<file path="src/rtl/calc1_pkg.sv">
// rtl/calc1_pkg.sv - shared codes, state types and helpers for the calc1 port arbiter
//
// Purpose : command/response encodings, port and arbiter FSM state types,
//           and the command validity check used by the arbiter.
// Ports   : none (package).

package calc1_pkg;

    localparam logic [3:0] CMD_NOP = 4'd0;
    localparam logic [3:0] CMD_ADD = 4'd1;
    localparam logic [3:0] CMD_SUB = 4'd2;
    localparam logic [3:0] CMD_SHL = 4'd5;
    localparam logic [3:0] CMD_SHR = 4'd6;

    localparam logic [1:0] RESP_NONE = 2'd0;
    localparam logic [1:0] RESP_OK   = 2'd1;
    localparam logic [1:0] RESP_ERR  = 2'd2;

    typedef enum logic [1:0] {
        P_IDLE,
        P_OP2,
        P_PEND
    } port_state_t;

    typedef enum logic [1:0] {
        A_IDLE,
        A_ISSUE,
        A_WAIT,
        A_RESP
    } arb_state_t;

    // Only commands the shared ALU actually implements; the no-op is never
    // captured, so it is not considered here.
    function automatic logic is_valid_cmd(input logic [3:0] cmd);
        case (cmd)
            CMD_ADD, CMD_SUB, CMD_SHL, CMD_SHR: is_valid_cmd = 1'b1;
            default:                            is_valid_cmd = 1'b0;
        endcase
    endfunction

endpackage

</file>
<file path="src/rtl/calc1_port_arbiter_if.sv">
// rtl/calc1_port_arbiter_if.sv - requester-port and ALU bus bundle for the calc1 port arbiter
//
// Purpose : groups the per-port request/response pins and the shared ALU
//           handshake into one bundle.
// Signals : req_cmd_in/req_data_in (per-port request), out_resp/out_data
//           (per-port response), alu_start/alu_cmd/alu_op1/alu_op2 (to ALU),
//           alu_done/alu_result/alu_err (from ALU).
// Modports: slave  - the arbiter block
//           master - the environment (requesters plus ALU)

interface calc1_port_arbiter_if #(
    parameter int NUM_PORTS = 4,
    parameter int DATA_W    = 32
) ();

    logic [4*NUM_PORTS-1:0]      req_cmd_in;
    logic [DATA_W*NUM_PORTS-1:0] req_data_in;
    logic [2*NUM_PORTS-1:0]      out_resp;
    logic [DATA_W*NUM_PORTS-1:0] out_data;

    logic                        alu_start;
    logic [3:0]                  alu_cmd;
    logic [DATA_W-1:0]           alu_op1;
    logic [DATA_W-1:0]           alu_op2;
    logic                        alu_done;
    logic [DATA_W-1:0]           alu_result;
    logic                        alu_err;

    modport slave (
        input  req_cmd_in, req_data_in, alu_done, alu_result, alu_err,
        output out_resp, out_data, alu_start, alu_cmd, alu_op1, alu_op2
    );

    modport master (
        output req_cmd_in, req_data_in, alu_done, alu_result, alu_err,
        input  out_resp, out_data, alu_start, alu_cmd, alu_op1, alu_op2
    );

endinterface

</file>
<file path="src/rtl/calc1_port_capture.sv">
// rtl/calc1_port_capture.sv - per-port two-cycle request capture
//
// Purpose : captures cmd+op1 then op2 from one requester port and holds the
//           request pending until the arbiter has responded to it.
// Ports   : clk, rst_n        - clock, async active-low reset
//           cmd_in, data_in   - this port's request pins
//           clear             - arbiter is responding to this port this cycle
//           pending           - a complete request is waiting
//           cmd, op1, op2     - captured request

module calc1_port_capture
    import calc1_pkg::*;
#(
    parameter int DATA_W = 32
) (
    input  logic              clk,
    input  logic              rst_n,
    input  logic [3:0]        cmd_in,
    input  logic [DATA_W-1:0] data_in,
    input  logic              clear,
    output logic              pending,
    output logic [3:0]        cmd,
    output logic [DATA_W-1:0] op1,
    output logic [DATA_W-1:0] op2
);

    port_state_t       state, state_n;
    logic [3:0]        cmd_n;
    logic [DATA_W-1:0] op1_n, op2_n;

    always_ff @(posedge clk or negedge rst_n) begin
        if (!rst_n) begin
            state <= P_IDLE;
            cmd   <= '0;
            op1   <= '0;
            op2   <= '0;
        end else begin
            state <= state_n;
            cmd   <= cmd_n;
            op1   <= op1_n;
            op2   <= op2_n;
        end
    end

    always_comb begin
        state_n = state;
        cmd_n   = cmd;
        op1_n   = op1;
        op2_n   = op2;
        case (state)
            P_IDLE: begin
                if (cmd_in != CMD_NOP) begin
                    cmd_n   = cmd_in;
                    op1_n   = data_in;
                    state_n = P_OP2;
                end
            end
            P_OP2: begin
                op2_n   = data_in;
                state_n = P_PEND;
            end
            P_PEND: begin
                if (clear) begin
                    state_n = P_IDLE;
                end
            end
            default: state_n = P_IDLE;
        endcase
    end

    // Registered by construction: a port reaching PEND is visible to the
    // arbiter one cycle later.
    assign pending = (state == P_PEND);

endmodule

</file>
<file path="src/rtl/calc1_port_arbiter.sv">
// rtl/calc1_port_arbiter.sv - round-robin sharing of one calc1 ALU between requester ports
//
// Purpose : captures per-port requests, grants the ALU round-robin, waits
//           for the result (with a hang timeout) and returns the response to
//           the originating port for one cycle.
// Ports   : clk   - clock, rising edge
//           rst_n - async active-low reset
//           bus   - calc1_port_arbiter_if slave: request/response pins and
//                   the shared ALU handshake

module calc1_port_arbiter
    import calc1_pkg::*;
#(
    parameter int NUM_PORTS = 4,
    parameter int DATA_W    = 32,
    parameter int TIMEOUT   = 64
) (
    input  logic                 clk,
    input  logic                 rst_n,
    calc1_port_arbiter_if.slave  bus
);

    localparam int PTR_W  = (NUM_PORTS > 1) ? $clog2(NUM_PORTS) : 1;
    localparam int TCNT_W = $clog2(TIMEOUT + 1);

    logic [NUM_PORTS-1:0] pending;
    logic [NUM_PORTS-1:0] port_clear;
    logic [3:0]           port_cmd [NUM_PORTS];
    logic [DATA_W-1:0]    port_op1 [NUM_PORTS];
    logic [DATA_W-1:0]    port_op2 [NUM_PORTS];

    arb_state_t        a_state, a_state_n;
    logic [PTR_W-1:0]  grant, grant_n;
    logic [PTR_W-1:0]  rr_ptr, rr_ptr_n;
    logic [TCNT_W-1:0] tcnt, tcnt_n;
    logic [1:0]        resp_code, resp_code_n;
    logic [DATA_W-1:0] resp_data, resp_data_n;
    logic [3:0]        alu_cmd_q, alu_cmd_n;
    logic [DATA_W-1:0] alu_op1_q, alu_op1_n;
    logic [DATA_W-1:0] alu_op2_q, alu_op2_n;

    logic [PTR_W-1:0]  sel;
    logic [PTR_W:0]    idx;
    logic              found;

    for (genvar p = 0; p < NUM_PORTS; p++) begin : g_port
        assign port_clear[p] = (a_state == A_RESP) && (grant == PTR_W'(p));

        calc1_port_capture #(.DATA_W(DATA_W)) u_capture (
            .clk     (clk),
            .rst_n   (rst_n),
            .cmd_in  (bus.req_cmd_in[4*p +: 4]),
            .data_in (bus.req_data_in[DATA_W*p +: DATA_W]),
            .clear   (port_clear[p]),
            .pending (pending[p]),
            .cmd     (port_cmd[p]),
            .op1     (port_op1[p]),
            .op2     (port_op2[p])
        );
    end

    // First pending port at or after rr_ptr, wrapping modulo NUM_PORTS.
    always_comb begin
        sel   = '0;
        idx   = '0;
        found = 1'b0;
        for (int i = 0; i < NUM_PORTS; i++) begin
            idx = {1'b0, rr_ptr} + (PTR_W+1)'(i);
            if (idx >= (PTR_W+1)'(NUM_PORTS)) begin
                idx = idx - (PTR_W+1)'(NUM_PORTS);
            end
            if (!found && pending[idx[PTR_W-1:0]]) begin
                sel   = idx[PTR_W-1:0];
                found = 1'b1;
            end
        end
    end

    always_ff @(posedge clk or negedge rst_n) begin
        if (!rst_n) begin
            a_state   <= A_IDLE;
            grant     <= '0;
            rr_ptr    <= '0;
            tcnt      <= '0;
            resp_code <= RESP_NONE;
            resp_data <= '0;
            alu_cmd_q <= '0;
            alu_op1_q <= '0;
            alu_op2_q <= '0;
        end else begin
            a_state   <= a_state_n;
            grant     <= grant_n;
            rr_ptr    <= rr_ptr_n;
            tcnt      <= tcnt_n;
            resp_code <= resp_code_n;
            resp_data <= resp_data_n;
            alu_cmd_q <= alu_cmd_n;
            alu_op1_q <= alu_op1_n;
            alu_op2_q <= alu_op2_n;
        end
    end

    always_comb begin
        a_state_n   = a_state;
        grant_n     = grant;
        rr_ptr_n    = rr_ptr;
        tcnt_n      = tcnt;
        resp_code_n = resp_code;
        resp_data_n = resp_data;
        alu_cmd_n   = alu_cmd_q;
        alu_op1_n   = alu_op1_q;
        alu_op2_n   = alu_op2_q;
        case (a_state)
            A_IDLE: begin
                if (found) begin
                    grant_n   = sel;
                    alu_cmd_n = port_cmd[sel];
                    alu_op1_n = port_op1[sel];
                    alu_op2_n = port_op2[sel];
                    if (is_valid_cmd(port_cmd[sel])) begin
                        a_state_n = A_ISSUE;
                    end else begin
                        // Invalid commands never reach the ALU.
                        resp_code_n = RESP_ERR;
                        resp_data_n = '0;
                        a_state_n   = A_RESP;
                    end
                end
            end
            A_ISSUE: begin
                tcnt_n    = '0;
                a_state_n = A_WAIT;
            end
            A_WAIT: begin
                if (bus.alu_done) begin
                    resp_code_n = bus.alu_err ? RESP_ERR : RESP_OK;
                    resp_data_n = bus.alu_result;
                    tcnt_n      = '0;
                    a_state_n   = A_RESP;
                end else if (tcnt == TCNT_W'(TIMEOUT - 1)) begin
                    // This is the TIMEOUT-th cycle spent waiting: give up.
                    resp_code_n = RESP_ERR;
                    resp_data_n = '0;
                    tcnt_n      = '0;
                    a_state_n   = A_RESP;
                end else begin
                    tcnt_n = tcnt + 1'b1;
                end
            end
            A_RESP: begin
                rr_ptr_n  = (grant == PTR_W'(NUM_PORTS - 1)) ? '0 : grant + 1'b1;
                a_state_n = A_IDLE;
            end
            default: a_state_n = A_IDLE;
        endcase
    end

    logic [2*NUM_PORTS-1:0]      resp_vec;
    logic [DATA_W*NUM_PORTS-1:0] data_vec;

    always_comb begin
        resp_vec = '0;
        data_vec = '0;
        if (a_state == A_RESP) begin
            resp_vec[2*int'(grant) +: 2]           = resp_code;
            data_vec[DATA_W*int'(grant) +: DATA_W] = resp_data;
        end
    end

    assign bus.out_resp  = resp_vec;
    assign bus.out_data  = data_vec;
    assign bus.alu_start = (a_state == A_ISSUE);
    assign bus.alu_cmd   = alu_cmd_q;
    assign bus.alu_op1   = alu_op1_q;
    assign bus.alu_op2   = alu_op2_q;

endmodule

</file>
<file path="src/flat_wrapper.sv">
// flat-port wrapper written by rule: the top's interface ports become plain ports
module calc1_port_arbiter_flat import calc1_pkg::*;
#(
    parameter int NUM_PORTS = 4,
    parameter int DATA_W    = 32,
    parameter int TIMEOUT   = 64
)
  (clk, rst_n, bus_req_cmd_in, bus_req_data_in, bus_alu_done, bus_alu_result, bus_alu_err, bus_out_resp, bus_out_data, bus_alu_start, bus_alu_cmd, bus_alu_op1, bus_alu_op2);
  calc1_port_arbiter_if #(.NUM_PORTS(NUM_PORTS), .DATA_W(DATA_W)) bus_i ();
  input  logic clk;
  input  logic rst_n;
  input wire logic [$bits(bus_i.req_cmd_in)-1:0] bus_req_cmd_in;
  input wire logic [$bits(bus_i.req_data_in)-1:0] bus_req_data_in;
  input wire logic [$bits(bus_i.alu_done)-1:0] bus_alu_done;
  input wire logic [$bits(bus_i.alu_result)-1:0] bus_alu_result;
  input wire logic [$bits(bus_i.alu_err)-1:0] bus_alu_err;
  output wire logic [$bits(bus_i.out_resp)-1:0] bus_out_resp;
  output wire logic [$bits(bus_i.out_data)-1:0] bus_out_data;
  output wire logic [$bits(bus_i.alu_start)-1:0] bus_alu_start;
  output wire logic [$bits(bus_i.alu_cmd)-1:0] bus_alu_cmd;
  output wire logic [$bits(bus_i.alu_op1)-1:0] bus_alu_op1;
  output wire logic [$bits(bus_i.alu_op2)-1:0] bus_alu_op2;
  assign bus_i.req_cmd_in = bus_req_cmd_in;
  assign bus_i.req_data_in = bus_req_data_in;
  assign bus_i.alu_done = bus_alu_done;
  assign bus_i.alu_result = bus_alu_result;
  assign bus_i.alu_err = bus_alu_err;
  assign bus_out_resp = bus_i.out_resp;
  assign bus_out_data = bus_i.out_data;
  assign bus_alu_start = bus_i.alu_start;
  assign bus_alu_cmd = bus_i.alu_cmd;
  assign bus_alu_op1 = bus_i.alu_op1;
  assign bus_alu_op2 = bus_i.alu_op2;
  calc1_port_arbiter #(.NUM_PORTS(NUM_PORTS), .DATA_W(DATA_W), .TIMEOUT(TIMEOUT)) u_core (.clk(clk), .rst_n(rst_n), .bus(bus_i));
endmodule
</file>
<file path="config.mk">
export PLATFORM = sky130hd
export DESIGN_NAME = calc1_port_arbiter_flat
export DESIGN_NICKNAME = d
export VERILOG_FILES = /design/src/rtl/calc1_pkg.sv /design/src/rtl/calc1_port_arbiter_if.sv /design/src/rtl/calc1_port_capture.sv /design/src/rtl/calc1_port_arbiter.sv /design/src/flat_wrapper.sv
export SDC_FILE = /design/constraint.sdc
export NUM_CORES = 1
export LEC_CHECK = 0
export CORE_UTILIZATION = 40
export DETAILED_ROUTE_END_ITERATION = 7
export PLACE_DENSITY = 0.68
export SYNTH_ARGS = -nofsm -noshare
export SYNTH_HDL_FRONTEND = slang
export SYNTH_SLANG_ARGS = --single-unit
</file>
<file path="constraint.sdc">
create_clock -name clk -period 2.5 [get_ports clk]
set_clock_uncertainty 0.05 [all_clocks]
set_input_delay 0.75 -clock clk [delete_from_list [all_inputs] [get_ports clk]]
set_output_delay 0.75 -clock clk [all_outputs]
set_load 0.02 [all_outputs]
</file>
==> results.toml <==
[run_status]
status = "finished with violations"
violations = "negative setup slack"

[sta]
worst_slack_ns = -0.549
max_slew_margin = 0.627
fin_crit_ns = 3.05
tightest_slew_ns = 0.558
rsz0062_at_grt = "yes"
hold_violations = 0
slew_viol_final = 0
fin_crit_sh = 1.22
setup_tns_ns = -63.09
setup_viol = 136
fin_hold_ws_ns = 0.0935
clock.fmax_mhz = 328

[layout]
fin_nets = 2320
stdcell_area_um2 = 25700
drive_gt1_frac = 0.309
layout_common_cells = "nand2_1, dfrtp_1, clkdlybuf4s50_1, mux2_2, buf_6"
fillers = 3710
layout_commonest_cell = "nand2_1"
syn_to_final_growth_pct = 41.0
final_util = 0.576

[logic_synthesis]
async_flop_share = 1.00
ys_types = 47
synth-compound-area-share = 0.0503
ys_seq_area_frac = 0.542
yosysWarnings = 0
ys_seq_elements = 395
netlist_area_um2 = 18200
synthXorXnorAreaFrac = 0.00288
synth-main-ff-cell = "dfrtp_1"
synth_mux_area_frac = 0.198
synth-edff-count = 0
synth_nets = 1883
synth-simple-area-share = 0.167
syn_avg_cell_area_um2 = 10.8
syn_inst = 1692
synth_fa_ha_area_frac = 0.00755
synth_top_family_by_area = "multiplexers"

[placement]
post_dp_cell_area_um2 = 23400
place_hpwl_um = 37600
portBuffers = 384
place_ws_ns = -0.405
gp_congestion = 0.846

[routing]
drt-initial-drc-count = 840
wire_per_inst_um = 20.6
drt_first_pass_iters = 5
wirelength_um = 56700
viasPerCell = 5.14
vias = 14200
drt_drc_violations_left = 0
postRouteAntennaNets = 0

[floorplan]
num_rows = 77
die_h_um = 215
io_pins = 385
die_width_um = 215
start_util = 0.409
die_area_um2 = 46400
core-area_um2 = 44600

[grt]
grt_use_total = 0.234
grt_max_degree = 57
grt_first_pass_wirelength_um = 84400
antenna_found_initial = 7
grt_pass1_vias = 14600
grt_overflow = 0

[critical_path]
start_kind = "register"
worst-setup-path-type = "register to primary output"
crit_family = "buffers and inverters"
cpMostUsedCell = "buf_6"
crit_path_top_delay_cell = "dfrtp_2"
critPathArrivalTime_ns = 2.25
cp-end-kind = "primary output"
critPathMaxStageDelay_ns = 0.39
cp_num_cells = 8
r2r-end = "u_core.bus.alu_op2[3]$_DFFE_PN0P_"
required_ns = 1.70
critPathMaxFanout = 8
worstPathCellList = "inv_4, ha_4, buf_6, and4_4, buf_12, clkbuf_16, and2_4, buf_6"
r2r_slack_ns = 0.11
ff2ff_path_depth = 8
crit_buf_inv = 5
r2r-start = "u_core.g_port[0].u_capture.state[1]$_DFFE_PN0P_"

[cts]
cts_buffer_depth = 3
cts_made_buffers = 43
cts_tree = "done"
insertion_delay_ns = 0.57
clk_pin_slew_ns = 0.06
cts_root_buf = "clkbuf_16"
cts.sinks = 395
cts_max_level = 2

[power]
leakage_nw = 12.0
ir_drop_v = 0.00116
power.density_nw_per_um2 = 1370

[flow_run]
maxCapViolations = 0

[worst_hold_path]
worstHoldPathType = "primary input to asynchronous set/reset pin"
## power breakdown
group	total (mW)	leakage, nW	internal (mW)	switching, mW
Clock	6.34	0.699	3.73	2.61
Sequential	11.4	4.83	9.50	1.93
Combinational	17.5	6.49	8.43	9.06
Total	35.3	12.0	21.7	13.6
## layer usage
metal,part of all wire,GRT usage,vias to the layer above
met5,0.00048,0,-
met4,0.039,0.0846,4
met3,0.057,0.0431,134
met2,0.51,0.416,491
met1,0.40,0.283,7038
li1,-,-,6510
## final cells by class
| class | count | area, um^2 | share of cell area |
|---|---|---|---|
| well taps | 592 | 741 | 0.0288 |
| clock inverters | 16 | 178 | 0.00691 |
| diodes | 6 | 15.0 | 0.000584 |
| clock buffers | 61 | 1220 | 0.0476 |
| flip-flops and latches | 395 | 9890 | 0.385 |
| inverters | 13 | 51.3 | 0.00200 |
| multi-input cells | 1184 | 8220 | 0.320 |
| repair buffers | 492 | 5390 | 0.210 |
## what timing repair did
action	4_1_cts	5_1_grt
pin swaps	3	4
gates resized for setup	605	360
hold buffers	0	0
setup buffers	9	6
gates cloned	3	9
endpoints found under the setup margin	138	138
## synth_stat cells (6+ instances only)
master,number,area share
and2_1,136,0.047
a21oi_1,6,0.0016
dfrtp_1,395,0.54
mux2i_1,137,0.075
buf_2,9,0.0025
nor2b_1,9,0.0031
o21ai_0,7,0.0019
o21ai_1,70,0.019
a22o_1,33,0.016
buf_4,6,0.0025
nand2_1,516,0.11
mux2_2,198,0.12
nor2_1,14,0.0029
ha_1,11,0.0075
inv_1,13,0.0027
clkbuf_1,69,0.014
## logic make-up after synthesis
| logic type | count (synthesis) |
|---|---|
| adder cells (fa/ha/maj) | 11 |
| AND/OR/NAND/NOR | 695 |
| flip-flops | 395 |
| XOR/XNOR | 6 |
| multiplexers | 335 |
| buffers and inverters | 113 |
| AO/OA/AOI/OAI | 137 |
## worst reg2reg max path, delay by kind of cell (launching register included)
kind / cells / cell delay (ns)
buffers and inverters: 2 / 0.51
muxes: 2 / 0.51
and+or+nand+nor: 2 / 0.47
DFF: 1 / 0.43
AOI/OAI and AO/OA: 2 / 0.31
## flip-flops by register name, indices dropped and copies added, names as in the netlist
register,count
u_core.g_port.u_capture.op1,128
u_core.a_state,2
u_core.g_port.u_capture.cmd,16
u_core.bus.alu_cmd,4
u_core.resp_code,2
u_core.resp_data,32
u_core.grant,2
u_core.bus.alu_op1,32
u_core.g_port.u_capture.op2,128
u_core.bus.alu_op2,32
u_core.tcnt,7
u_core.rr_ptr,2
u_core.g_port.u_capture.state,8
## through the flow
stage | cells | power [mW]
finish | 2759 | 35.3
CTS | 2742 | 35.4
detailed placement | 2653 | 28.8
global route | 2757 | 37.5
global placement | 2653 | 28.3
floorplan | 1692 | 22.6
## how the worst max path moves through the flow
stage	from	endpoint
6_report	u_core.grant[0]$_DFFE_PN0P_	bus_out_data[44]
5_1_grt	u_core.grant[1]$_DFFE_PN0P_	bus_out_data[50]
4_1_cts	u_core.grant[0]$_DFFE_PN0P_	bus_out_data[13]
3_5_place_dp	u_core.grant[1]$_DFFE_PN0P_	bus_out_data[38]
3_3_place_gp	u_core.grant[0]$_DFFE_PN0P_	bus_out_data[9]
2_1_floorplan	u_core.grant[0]$_DFFE_PN0P_	bus_out_data[10]
Note: power is estimated with default switching activity, not from simulation.
